`src/rtl/fetch_pkg.sv`:
```
// Shared types and constants for the fetch stage: queue entry layout and defaults.
package fetch_pkg;

  localparam int N              = 64;
  localparam int INSTR_W        = 32;
  localparam int DEFAULT_PC_INC = 4;

  typedef struct packed {
    logic [N-1:0]       pc;
    logic [INSTR_W-1:0] instr;
  } fetch_entry_t;

endpackage

```
`src/rtl/fetch_queue_if.sv`:
```
// Fetch-stage bundle: redirect, instruction-memory port and decode handshake.
interface fetch_queue_if #(
  parameter int N     = 64,
  parameter int DEPTH = 4
);

  logic                       PCSrc_F;
  logic [N-1:0]               PCBranch_F;
  logic [N-1:0]               imem_addr_F;
  logic [31:0]                imem_data_F;
  logic [31:0]                instr_D;
  logic [N-1:0]               pc_D;
  logic                       valid_D;
  logic                       ready_D;
  logic [$clog2(DEPTH+1)-1:0] count_F;

  modport master (
    input  PCSrc_F, PCBranch_F, imem_data_F, ready_D,
    output imem_addr_F, instr_D, pc_D, valid_D, count_F
  );

  modport slave (
    output PCSrc_F, PCBranch_F, imem_data_F, ready_D,
    input  imem_addr_F, instr_D, pc_D, valid_D, count_F
  );

endinterface

```
`src/rtl/fetch_fifo.sv`:
```
// Circular buffer of {pc, instr} entries with push, pop, flush, occupancy and a head read port.
module fetch_fifo
  import fetch_pkg::*;
#(
  parameter int N     = 64,
  parameter int DEPTH = 4,
  localparam int PTR_W = $clog2(DEPTH),
  localparam int CNT_W = $clog2(DEPTH+1)
) (
  input  logic               clk,
  input  logic               reset,
  input  logic               push,
  input  logic               pop,
  input  logic               flush,
  input  logic [N-1:0]       wr_pc,
  input  logic [INSTR_W-1:0] wr_instr,
  output logic [N-1:0]       head_pc,
  output logic [INSTR_W-1:0] head_instr,
  output logic [CNT_W-1:0]   count
);

  logic [N-1:0]       pc_mem    [DEPTH];
  logic [INSTR_W-1:0] instr_mem [DEPTH];
  logic [PTR_W-1:0]   head_ptr;
  logic [PTR_W-1:0]   tail_ptr;

  // Pointers wrap naturally because DEPTH is a power of two.
  always_ff @(posedge clk) begin
    if (reset || flush) begin
      head_ptr <= '0;
      tail_ptr <= '0;
      count    <= '0;
    end else begin
      if (push) tail_ptr <= tail_ptr + 1'b1;
      if (pop)  head_ptr <= head_ptr + 1'b1;
      case ({push, pop})
        2'b10:   count <= count + 1'b1;
        2'b01:   count <= count - 1'b1;
        default: count <= count;
      endcase
    end
  end

  // Storage carries no reset; the head is only observed while count is non-zero.
  always_ff @(posedge clk) begin
    if (push) begin
      pc_mem[tail_ptr]    <= wr_pc;
      instr_mem[tail_ptr] <= wr_instr;
    end
  end

  assign head_pc    = pc_mem[head_ptr];
  assign head_instr = instr_mem[head_ptr];

endmodule

```
`src/rtl/fetch_queue.sv`:
```
// Fetch stage: PC register with branch redirect feeding a decoupling instruction queue.
// Optional same-cycle bypass of an empty queue when FETCH_BYPASS_EN is defined.
module fetch_queue
  import fetch_pkg::*;
#(
  parameter int           N        = 64,
  parameter int           DEPTH    = 4,
  parameter logic [N-1:0] RESET_PC = '0,
  parameter int           PC_INC   = DEFAULT_PC_INC
) (
  input  logic      clk,
  input  logic      reset,
  fetch_queue_if.master fq
);

  localparam int CNT_W = $clog2(DEPTH+1);

  logic [N-1:0]       pc_p0;
  logic [CNT_W-1:0]   count;
  logic [N-1:0]       head_pc;
  logic [INSTR_W-1:0] head_instr;
  logic               q_valid;
  logic               fifo_pop;
  logic               fifo_push;
  logic               bypass_vld;
  logic               bypass_take;
  logic               pc_adv;

  assign q_valid = (count != '0);

`ifdef FETCH_BYPASS_EN
  // Held off during reset so nothing is presented to decode before the PC is defined.
  assign bypass_vld  = ~q_valid & ~fq.PCSrc_F & ~reset;
  assign bypass_take = bypass_vld & fq.ready_D;
`else
  assign bypass_vld  = 1'b0;
  assign bypass_take = 1'b0;
`endif

  assign fifo_pop  = q_valid & fq.ready_D;
  assign fifo_push = ~fq.PCSrc_F & ((count < CNT_W'(DEPTH)) | fifo_pop) & ~bypass_take;
  assign pc_adv    = fifo_push | bypass_take;

  // PC stage: redirect wins over sequential advance; a full, stalled queue holds the PC.
  always_ff @(posedge clk) begin
    if (reset)               pc_p0 <= RESET_PC;
    else if (fq.PCSrc_F)     pc_p0 <= fq.PCBranch_F;
    else if (pc_adv)         pc_p0 <= pc_p0 + N'(PC_INC);
  end

  fetch_fifo #(
    .N     (N),
    .DEPTH (DEPTH)
  ) u_fifo (
    .clk        (clk),
    .reset      (reset),
    .push       (fifo_push),
    .pop        (fifo_pop),
    .flush      (fq.PCSrc_F),
    .wr_pc      (pc_p0),
    .wr_instr   (fq.imem_data_F),
    .head_pc    (head_pc),
    .head_instr (head_instr),
    .count      (count)
  );

  always_comb begin
    fq.valid_D = q_valid;
    fq.pc_D    = '0;
    fq.instr_D = '0;
    if (q_valid) begin
      fq.pc_D    = head_pc;
      fq.instr_D = head_instr;
    end else if (bypass_vld) begin
      fq.valid_D = 1'b1;
      fq.pc_D    = pc_p0;
      fq.instr_D = fq.imem_data_F;
    end
  end

  assign fq.imem_addr_F = pc_p0;
  assign fq.count_F     = count;

endmodule

```
`src/flat_wrapper.sv`:
```
// flat-port wrapper written by rule: the top's interface ports become plain ports
module fetch_queue_flat import fetch_pkg::*;
#(
  parameter int           N        = 64,
  parameter int           DEPTH    = 4,
  parameter logic [N-1:0] RESET_PC = '0,
  parameter int           PC_INC   = DEFAULT_PC_INC
)
  (clk, reset, fq_PCSrc_F, fq_PCBranch_F, fq_imem_data_F, fq_ready_D, fq_imem_addr_F, fq_instr_D, fq_pc_D, fq_valid_D, fq_count_F);
  fetch_queue_if #(.N(N), .DEPTH(DEPTH)) fq_i ();
  input  logic clk;
  input  logic reset;
  input wire logic [$bits(fq_i.PCSrc_F)-1:0] fq_PCSrc_F;
  input wire logic [$bits(fq_i.PCBranch_F)-1:0] fq_PCBranch_F;
  input wire logic [$bits(fq_i.imem_data_F)-1:0] fq_imem_data_F;
  input wire logic [$bits(fq_i.ready_D)-1:0] fq_ready_D;
  output wire logic [$bits(fq_i.imem_addr_F)-1:0] fq_imem_addr_F;
  output wire logic [$bits(fq_i.instr_D)-1:0] fq_instr_D;
  output wire logic [$bits(fq_i.pc_D)-1:0] fq_pc_D;
  output wire logic [$bits(fq_i.valid_D)-1:0] fq_valid_D;
  output wire logic [$bits(fq_i.count_F)-1:0] fq_count_F;
  assign fq_i.PCSrc_F = fq_PCSrc_F;
  assign fq_i.PCBranch_F = fq_PCBranch_F;
  assign fq_i.imem_data_F = fq_imem_data_F;
  assign fq_i.ready_D = fq_ready_D;
  assign fq_imem_addr_F = fq_i.imem_addr_F;
  assign fq_instr_D = fq_i.instr_D;
  assign fq_pc_D = fq_i.pc_D;
  assign fq_valid_D = fq_i.valid_D;
  assign fq_count_F = fq_i.count_F;
  fetch_queue #(.N(N), .DEPTH(DEPTH), .RESET_PC(RESET_PC), .PC_INC(PC_INC)) u_core (.clk(clk), .reset(reset), .fq(fq_i));
endmodule
```
`config.mk`:
```
export PLATFORM = sky130hd
export DESIGN_NAME = fetch_queue_flat
export DESIGN_NICKNAME = d
export VERILOG_FILES = /design/src/rtl/fetch_pkg.sv /design/src/rtl/fetch_queue_if.sv /design/src/rtl/fetch_fifo.sv /design/src/rtl/fetch_queue.sv /design/src/flat_wrapper.sv
export SDC_FILE = /design/constraint.sdc
export NUM_CORES = 1
export LEC_CHECK = 0
export BUFFER_PORTS_ARGS = -buffer_cell sky130_fd_sc_hd__buf_4
export CAP_MARGIN = 20
export CORE_MARGIN = 3
export CORE_UTILIZATION = 35
export CTS_CLUSTER_DIAMETER = 120
export DETAILED_ROUTE_END_ITERATION = 16
export GPL_TIMING_DRIVEN = 0
export HOLD_SLACK_MARGIN = 0.08
export SETUP_SLACK_MARGIN = 0.3
export SLEW_MARGIN = 10
export SYNTH_ARGS = -nofsm -noshare
export SYNTH_HDL_FRONTEND = slang
export SYNTH_HIERARCHICAL = 1
export SYNTH_SLANG_ARGS = --single-unit
```
`constraint.sdc`:
```
create_clock -name clk -period 4.9 [get_ports clk]
set_input_delay 0.49 -clock clk [delete_from_list [all_inputs] [get_ports clk]]
set_output_delay 0.49 -clock clk [all_outputs]
set_load 0.03 [all_outputs]
```
Yosys cells after proc, flatten, opt, wreduce, memory -nomap -nowiden
Memory sizes are Yosys's and may differ from the RTL's. A register that Yosys moved wholly into a read port is not among the register bits.
Index checks and enable logic that the tools add are counted.

word-level totals
  flip-flop bits (word level) = 71
  latch bits = 0
  RAM bits = 384
  ROM bits = 0
  input bits = 100
  output and inout bits = 164
  word-level logic and storage cells = 34
  memories kept = 2

cells by class
  add/sub/neg operators = 5
  multiply operators = 0
  div/mod/pow operators = 0
  order comparisons = 1
  equal/unequal tests = 2
  shift-type cells = 0
  muxes and demuxes = 12
  bitwise operators = 4
  reduce and logical (&&, ||, !) cells = 4

memories
  name                     depth  bits a word  read ports  clocked after memory_dff  wr ports  line              text
  u_core.u_fifo.pc_mem     4      64           1           1                         1         fetch_fifo.sv:22  logic [N-1:0] pc_mem [DEPTH];
  u_core.u_fifo.instr_mem  4      32           1           1                         1         fetch_fifo.sv:23  logic [INSTR_W-1:0] instr_mem [DEPTH];

operators with widths
  operator                                           count
  two-way mux 64 bit                                 3
  adder 64 x 3 -> 64 bit (second input constant)     1
  two-way mux 32 bit                                 1
  two-way mux 2 bit                                  4
  case mux 3 bit (2 select lines)                    1
  adder 2 x 1 -> 2 bit (second input constant)       2
  nonzero test 2 bit                                 2
  adder 3 x 1 -> 3 bit (second input constant)       1
  < comparator 3 bit (second input constant)         1
  two-way mux 1 bit                                  3
  nonzero test 3 bit                                 1
  subtractor 3 x 1 -> 3 bit (second input constant)  1
  AND 1 bit                                          2
  == test 2 x 1 -> 1 bit (second input constant)     1
  == test 2 bit (second input constant)              1
  logical OR 1 bit                                   1
  NOT 1 bit                                          1
  OR 1 bit                                           1

Longest topological paths before layout
  word-level depth = 6
  gate-level depth with buffers = 11
  gate-level depth less buffers = 9

Modules after synthesis
Netlist, hierarchy kept.

modules (own cells, without submodules)
  module       times used  cells an instance  area an instance (um^2)  sequential area each (um^2)
  fetch_fifo   1           548                14272.4                  11711.2
  fetch_queue  1           585                4449.3                   1281.2

Least setup slack after synthesis
Ideal clock, no wire load.

  kind = input-to-reg
  from = in fq_PCSrc_F
  to = mem u_core.u_fifo.instr_mem[0][0] (enable)
  library setup time = 0.465 ns
  arrival = 3.708 ns
  required time = 4.435 ns
  setup slack = 0.726 ns
  stages = 5
  path buffers = 3
  path through = clkbuf_1 > buf_1 > buf_1 > nor2_1 > and2_1

between the ends
  cells in the longest elaborated chain, start to end = 4

ends and longest elaborated chain
  what                                     line                text
  from (decl)                              flat_wrapper.sv:13  input wire logic [$bits(fq_i.PCSrc_F)-1:0] fq_PCSrc_F;
  NOT 1 bit                                fetch_queue.sv:41   assign fifo_push = ~fq.PCSrc_F & ((count < CNT_W'(DEPTH)) | fifo_pop) & ~bypass_take;
  AND 1 bit                                fetch_queue.sv:41
  named net u_core.fifo_push               fetch_queue.sv:24   logic fifo_push;
  two-way mux 1 bit                        fetch_fifo.sv:46    if (push) begin
  two-way mux 1 bit (not written as such)  fetch_fifo.sv:48    instr_mem[tail_ptr] <= wr_instr;
  to (decl)                                fetch_fifo.sv:23

The timed path passes the listed nets, and every way through them passes these cells.

Worst setup path after layout
  from = in fq_PCSrc_F
  to = reg u_core.u_fifo.count[2]

between the ends
  cells in the longest elaborated chain, start to end = 4
  elaborated cells on any way between the ends = 7
  those cells by class = eq/ne: 2; mux: 1; bitwise: 2; reduce/logical: 2

ends and longest elaborated chain
  what                                                                          line               text
  NOT 1 bit (*)                                                                 fetch_queue.sv:41
  AND 1 bit (*)                                                                 fetch_queue.sv:41
  named net u_core.fifo_push                                                    fetch_queue.sv:24
  == test 2 x 1 -> 1 bit / == test 2 bit (equally long branches)                fetch_fifo.sv:36   case ({push, pop})
  case mux 3 bit (2 select lines) / nonzero test 2 bit (equally long branches)  --
  to (signal assigned)                                                          fetch_fifo.sv:37   2'b10: count <= count + 1'b1;
  to (signal assigned)                                                          fetch_fifo.sv:38   2'b01: count <= count - 1'b1;
  to (signal assigned)                                                          fetch_fifo.sv:39   default: count <= count;
  to (decl)                                                                     fetch_fifo.sv:19   output logic [CNT_W-1:0] count

Mark *: on every way through the listed nets, which the timed path passes. The rest lies on a longest branch.
A chain may end at the register's enable or synchronous reset.

==> flow_metrics.env <==
export IMPL_path_max_fanout=10
export IMPL_yosys_register_bits=457
export IMPL_synthArstFlopShare=0
export IMPL_clkLatencyLatePin_ps=590
export IMPL_buffer_ports_inserted=263
export IMPL_finish_net_count=1595
export IMPL_clock_path_buffers=3
export IMPL_htreeDepth=2
export IMPL_drive_above_1_share=0.307
export IMPL_hold_path_class="input port to register"
export IMPL_route_vias_total=11600
export IMPL_synth_area_leader_cell="edfxtp_1"
export IMPL_cts_buffers=50
export IMPL_die_area_um2=56300
export IMPL_netlist_area_leader_share=0.616
export IMPL_cells_resized_by_post_cts_repair=0
export IMPL_yosys_most_used_dff="edfxtp_1"
export IMPL_regToRegStartpoint="u_core/u_fifo/count[2]"
export IMPL_grt_first_pass_wirelength_um=76600
export IMPL_totalNegativeSetupSlack_ps=0
export IMPL_routed_wirelength_um=51600
export IMPL_finalWorstPathRequiredPeriod_ps=3390
export IMPL_worst_setup_path_end_kind="register"
export IMPL_worst_r2r_cell_count=10
export IMPL_cts_tree="done"
export IMPL_startpoint_type="input port"
export IMPL_max_slew_margin_rel=0.370
export IMPL_hold_ws_ps=127
export IMPL_grt_start_max_net_pins=48
export IMPL_die_x_um=237
export IMPL_synth_area_leaders="edfxtp_1, mux4_2, dfxtp_1"
export IMPL_fin_area_um2=23700
export IMPL_syn_cell_area_um2=18700
export IMPL_area_sequential_um2=13000
export IMPL_first_global_vias=11800
export IMPL_cts_repair_timing_setup_buffer_count=0
export IMPL_synth_cells=1133
export IMPL_cp_required_ps=5410
export IMPL_synth_top_family_by_area="multiplexers"
export IMPL_power_leakage_nw=8.24
export IMPL_timing_max_cap_violations=0
export IMPL_post_place_ws_ps=997
export IMPL_floorplan_io_pins=264
export IMPL_dp_hpwl_um=35300
export IMPL_ir_drop_mv=0.267
export IMPL_synthSimpleGateAreaFrac=0.107
export IMPL_holdCritStartpoint="fq_imem_data_F[22]"
export IMPL_multi_input_comb_area_um2=5340
export IMPL_drt_iter0_markers=778
export IMPL_share_of_synthesized_cell_area_in_full_adder_half_adder_and_majority_cells=0.00508
export IMPL_syn_num_nets=1240
export IMPL_worst_setup_path_type="input port to register"
export IMPL_via_per_instance_ratio=5.23
export IMPL_areal_power_density_over_the_cells_nw_per_um2=378
export IMPL_layout_area_overhead_vs_synth_pct=26.6
export IMPL_stdcell_count=2215
export IMPL_hold_violations=0
export IMPL_placed_area_um2=21800
export IMPL_hold_depth=1
export IMPL_post_place_cells=2093
export IMPL_r2r_end="u_core/u_fifo/count[2]"
export IMPL_place_congestion=0.854
export IMPL_outcome="finished clean"
export IMPL_antenna_found_initial=0
export IMPL_globalRouteTotalUtil=0.182
export IMPL_initial_utilization=0.355
export IMPL_nFillCells=4727
export IMPL_synthesis_yosys_warnings=6
export IMPL_slew_viol_final=0
export IMPL_coreArea_um2=52800
export IMPL_count_of_different_cell_masters_after_synthesis=52
export IMPL_first_pass_iters=5
export IMPL_synth_avg_cell_area_um2=16.5
export IMPL_drt_antenna_violating_nets=0
export IMPL_grt_setup_unrepaired="false"
export IMPL_tritoncts_num_sinks=457
export IMPL_report_final_setup_viol=0
export IMPL_routed_wire_length_per_instance_um=23.3
export IMPL_die_height_um=237
export IMPL_synth_seq_area_share=0.694
export IMPL_yosys_area_share_xor_xnor=0.0159
export IMPL_placement_rows=84
export IMPL_worst_slack_ps=1510
export IMPL_maximum_achievable_frequency_mhz=295
export IMPL_timing_clock_skew_ps=13.7
export IMPL_clk_pin_slew_ps=60
export IMPL_timing_reg2reg_setup_slack_ps=1760
export IMPL_leftover_overflow_at_the_end_of_global_routing=0
export IMPL_synth_compound_area_share=0.0353
export IMPL_synth_edf_count=384
export IMPL_critical_path_arrival_ps=3890
export IMPL_synthMuxAreaShare=0.121
export IMPL_cts_root_buf="clkbuf_16"
export IMPL_route_detailed_drc=0
export IMPL_whs_endpoint="u_core/u_fifo/instr_mem[3][22]"
export IMPL_period_share=0.691
export IMPL_max_slew_worst_pin_slew_ps=946
==> layer usage <==
metal	part of all wire	wire length, µm	up-vias	track usage
li1	-	-	5186	-
met1	0.44	22900	5926	0.254
met2	0.47	24100	379	0.289
met3	0.056	2870	93	0.0281
met4	0.035	1790	0	0.0702
met5	0	0	-	0
==> cell usage after synthesis, types with 3 or more instances <==
library cell  instances
nand4_1              20
nor3b_1               3
nand3_1              24
nor4_1               13
a21oi_1               8
nor2_1               69
ha_1                  6
edfxtp_1            384
a211oi_1             23
o21ai_0              13
dfxtp_1              73
a311o_1               3
nor2b_1               6
mux2i_1               8
xnor2_1              30
and4_1               13
and2_1              105
buf_1                 3
nor3_1               14
and3_1               10
nand2b_1              4
or4_1                 9
nand2_1              35
xor2_1                4
or4_4                 3
a2111oi_0             8
o31ai_1               6
buf_2                13
nor4bb_1              3
buf_6                 6
or3_1                15
a311oi_1             19
mux4_2               96
inv_1                22
clkbuf_1             42
==> flip-flops by register name, summed over array words and instances (netlist names), named ones only <==
signal,flops
u_core/u_fifo/tail_ptr,2
u_core/u_fifo/instr_mem,128
u_core/u_fifo/count,3
u_core/fq.imem_addr_F,64
u_core/u_fifo/pc_mem,256
u_core/u_fifo/head_ptr,2
==> cell families after synthesis <==
kind of cell	count (synthesis)
and+or+nand+nor	353
muxes	106
xor gates and xnor gates	34
buffers and inverters	87
adders and majority gates	7
DFF	457
AOI/OAI and AO/OA	89
==> final cells by class <==
class	instances	share of cell area
clock inverters	27	0.00982
clock buffers	63	0.0575
well taps	688	0.0363
flip-flops and latches	457	0.548
plain buffers	65	0.0136
multi-input cells	589	0.225
repair buffers	303	0.106
inverters	22	0.00348
diodes	1	0.000106
==> through the flow <==
| stage | power [mW] | util |
|---|---|---|
| 6_report | 8.96 | 0.449 |
| 5_1_grt | 9.30 | 0.449 |
| 4_1_cts | 9.09 | 0.449 |
| 3_5_place_dp | 5.35 | 0.413 |
| 3_3_place_gp | 5.33 | 0.409 |
| 2_1_floorplan | 4.96 | - |
==> report_power, final <==
| group | total, mW | internal (mW) | switching, mW | leakage, nW |
|---|---|---|---|---|
| Combinational | 0.802 | 0.339 | 0.463 | 3.25 |
| Clock | 3.68 | 2.17 | 1.51 | 0.766 |
| Sequential | 4.47 | 4.35 | 0.121 | 4.22 |
==> worst max-delay path by stage <==
stage / start / endpoint / cells after the start
2_1_floorplan: fq_PCSrc_F / u_core/u_fifo/instr_mem[0][0] / 5
3_3_place_gp: fq_PCSrc_F / u_core/u_fifo/pc_mem[1][35] / 6
3_5_place_dp: fq_PCSrc_F / u_core/u_fifo/count[2] / 12
4_1_cts: u_core/u_fifo/count[2] / fq_instr_D[15] / 6
5_1_grt: u_core/u_fifo/count[2] / fq_instr_D[15] / 6
6_report: fq_PCSrc_F / u_core/u_fifo/count[2] / 12
==> layout by cell type (no fill, tap or decap), drive strengths merged, types with 11 or more instances in the layout <==
| cell | synthesis | final |
|---|---|---|
| or4 | 12 | 12 |
| nand4 | 21 | 21 |
| buf | 23 | 295 |
| xnor2 | 30 | 30 |
| nor4 | 14 | 14 |
| nand2 | 35 | 35 |
| o21ai | 13 | 13 |
| clkinv | 0 | 19 |
| and4 | 14 | 14 |
| nand3 | 24 | 24 |
| nor3 | 14 | 14 |
| dlygate4sd3 | 0 | 31 |
| clkbuf | 42 | 105 |
| mux4 | 96 | 96 |
| dfxtp | 73 | 73 |
| nor2 | 69 | 69 |
| a211oi | 23 | 23 |
| inv | 22 | 22 |
| and3 | 11 | 11 |
| and2 | 105 | 105 |
| a311oi | 19 | 19 |
| edfxtp | 384 | 384 |
| or3 | 15 | 15 |
==> timing repair <==
item / CTS / global route
hold buffers: 31 / 0
endpoints found under the setup margin: 0 / 0
hold endpoints to repair: 124 / 0
==> worst max-delay path, cell delays in order <==
cell,delay (ps)
buf_4,100
clkbuf_1,460
buf_1,530
buf_1,630
nor2_1,300
inv_1,120
ha_1,180
inv_1,60
fa_1,380
xor2_1,180
or3_1,320
a21oi_1,140
Note: power is estimated with default switching activity, not from simulation.
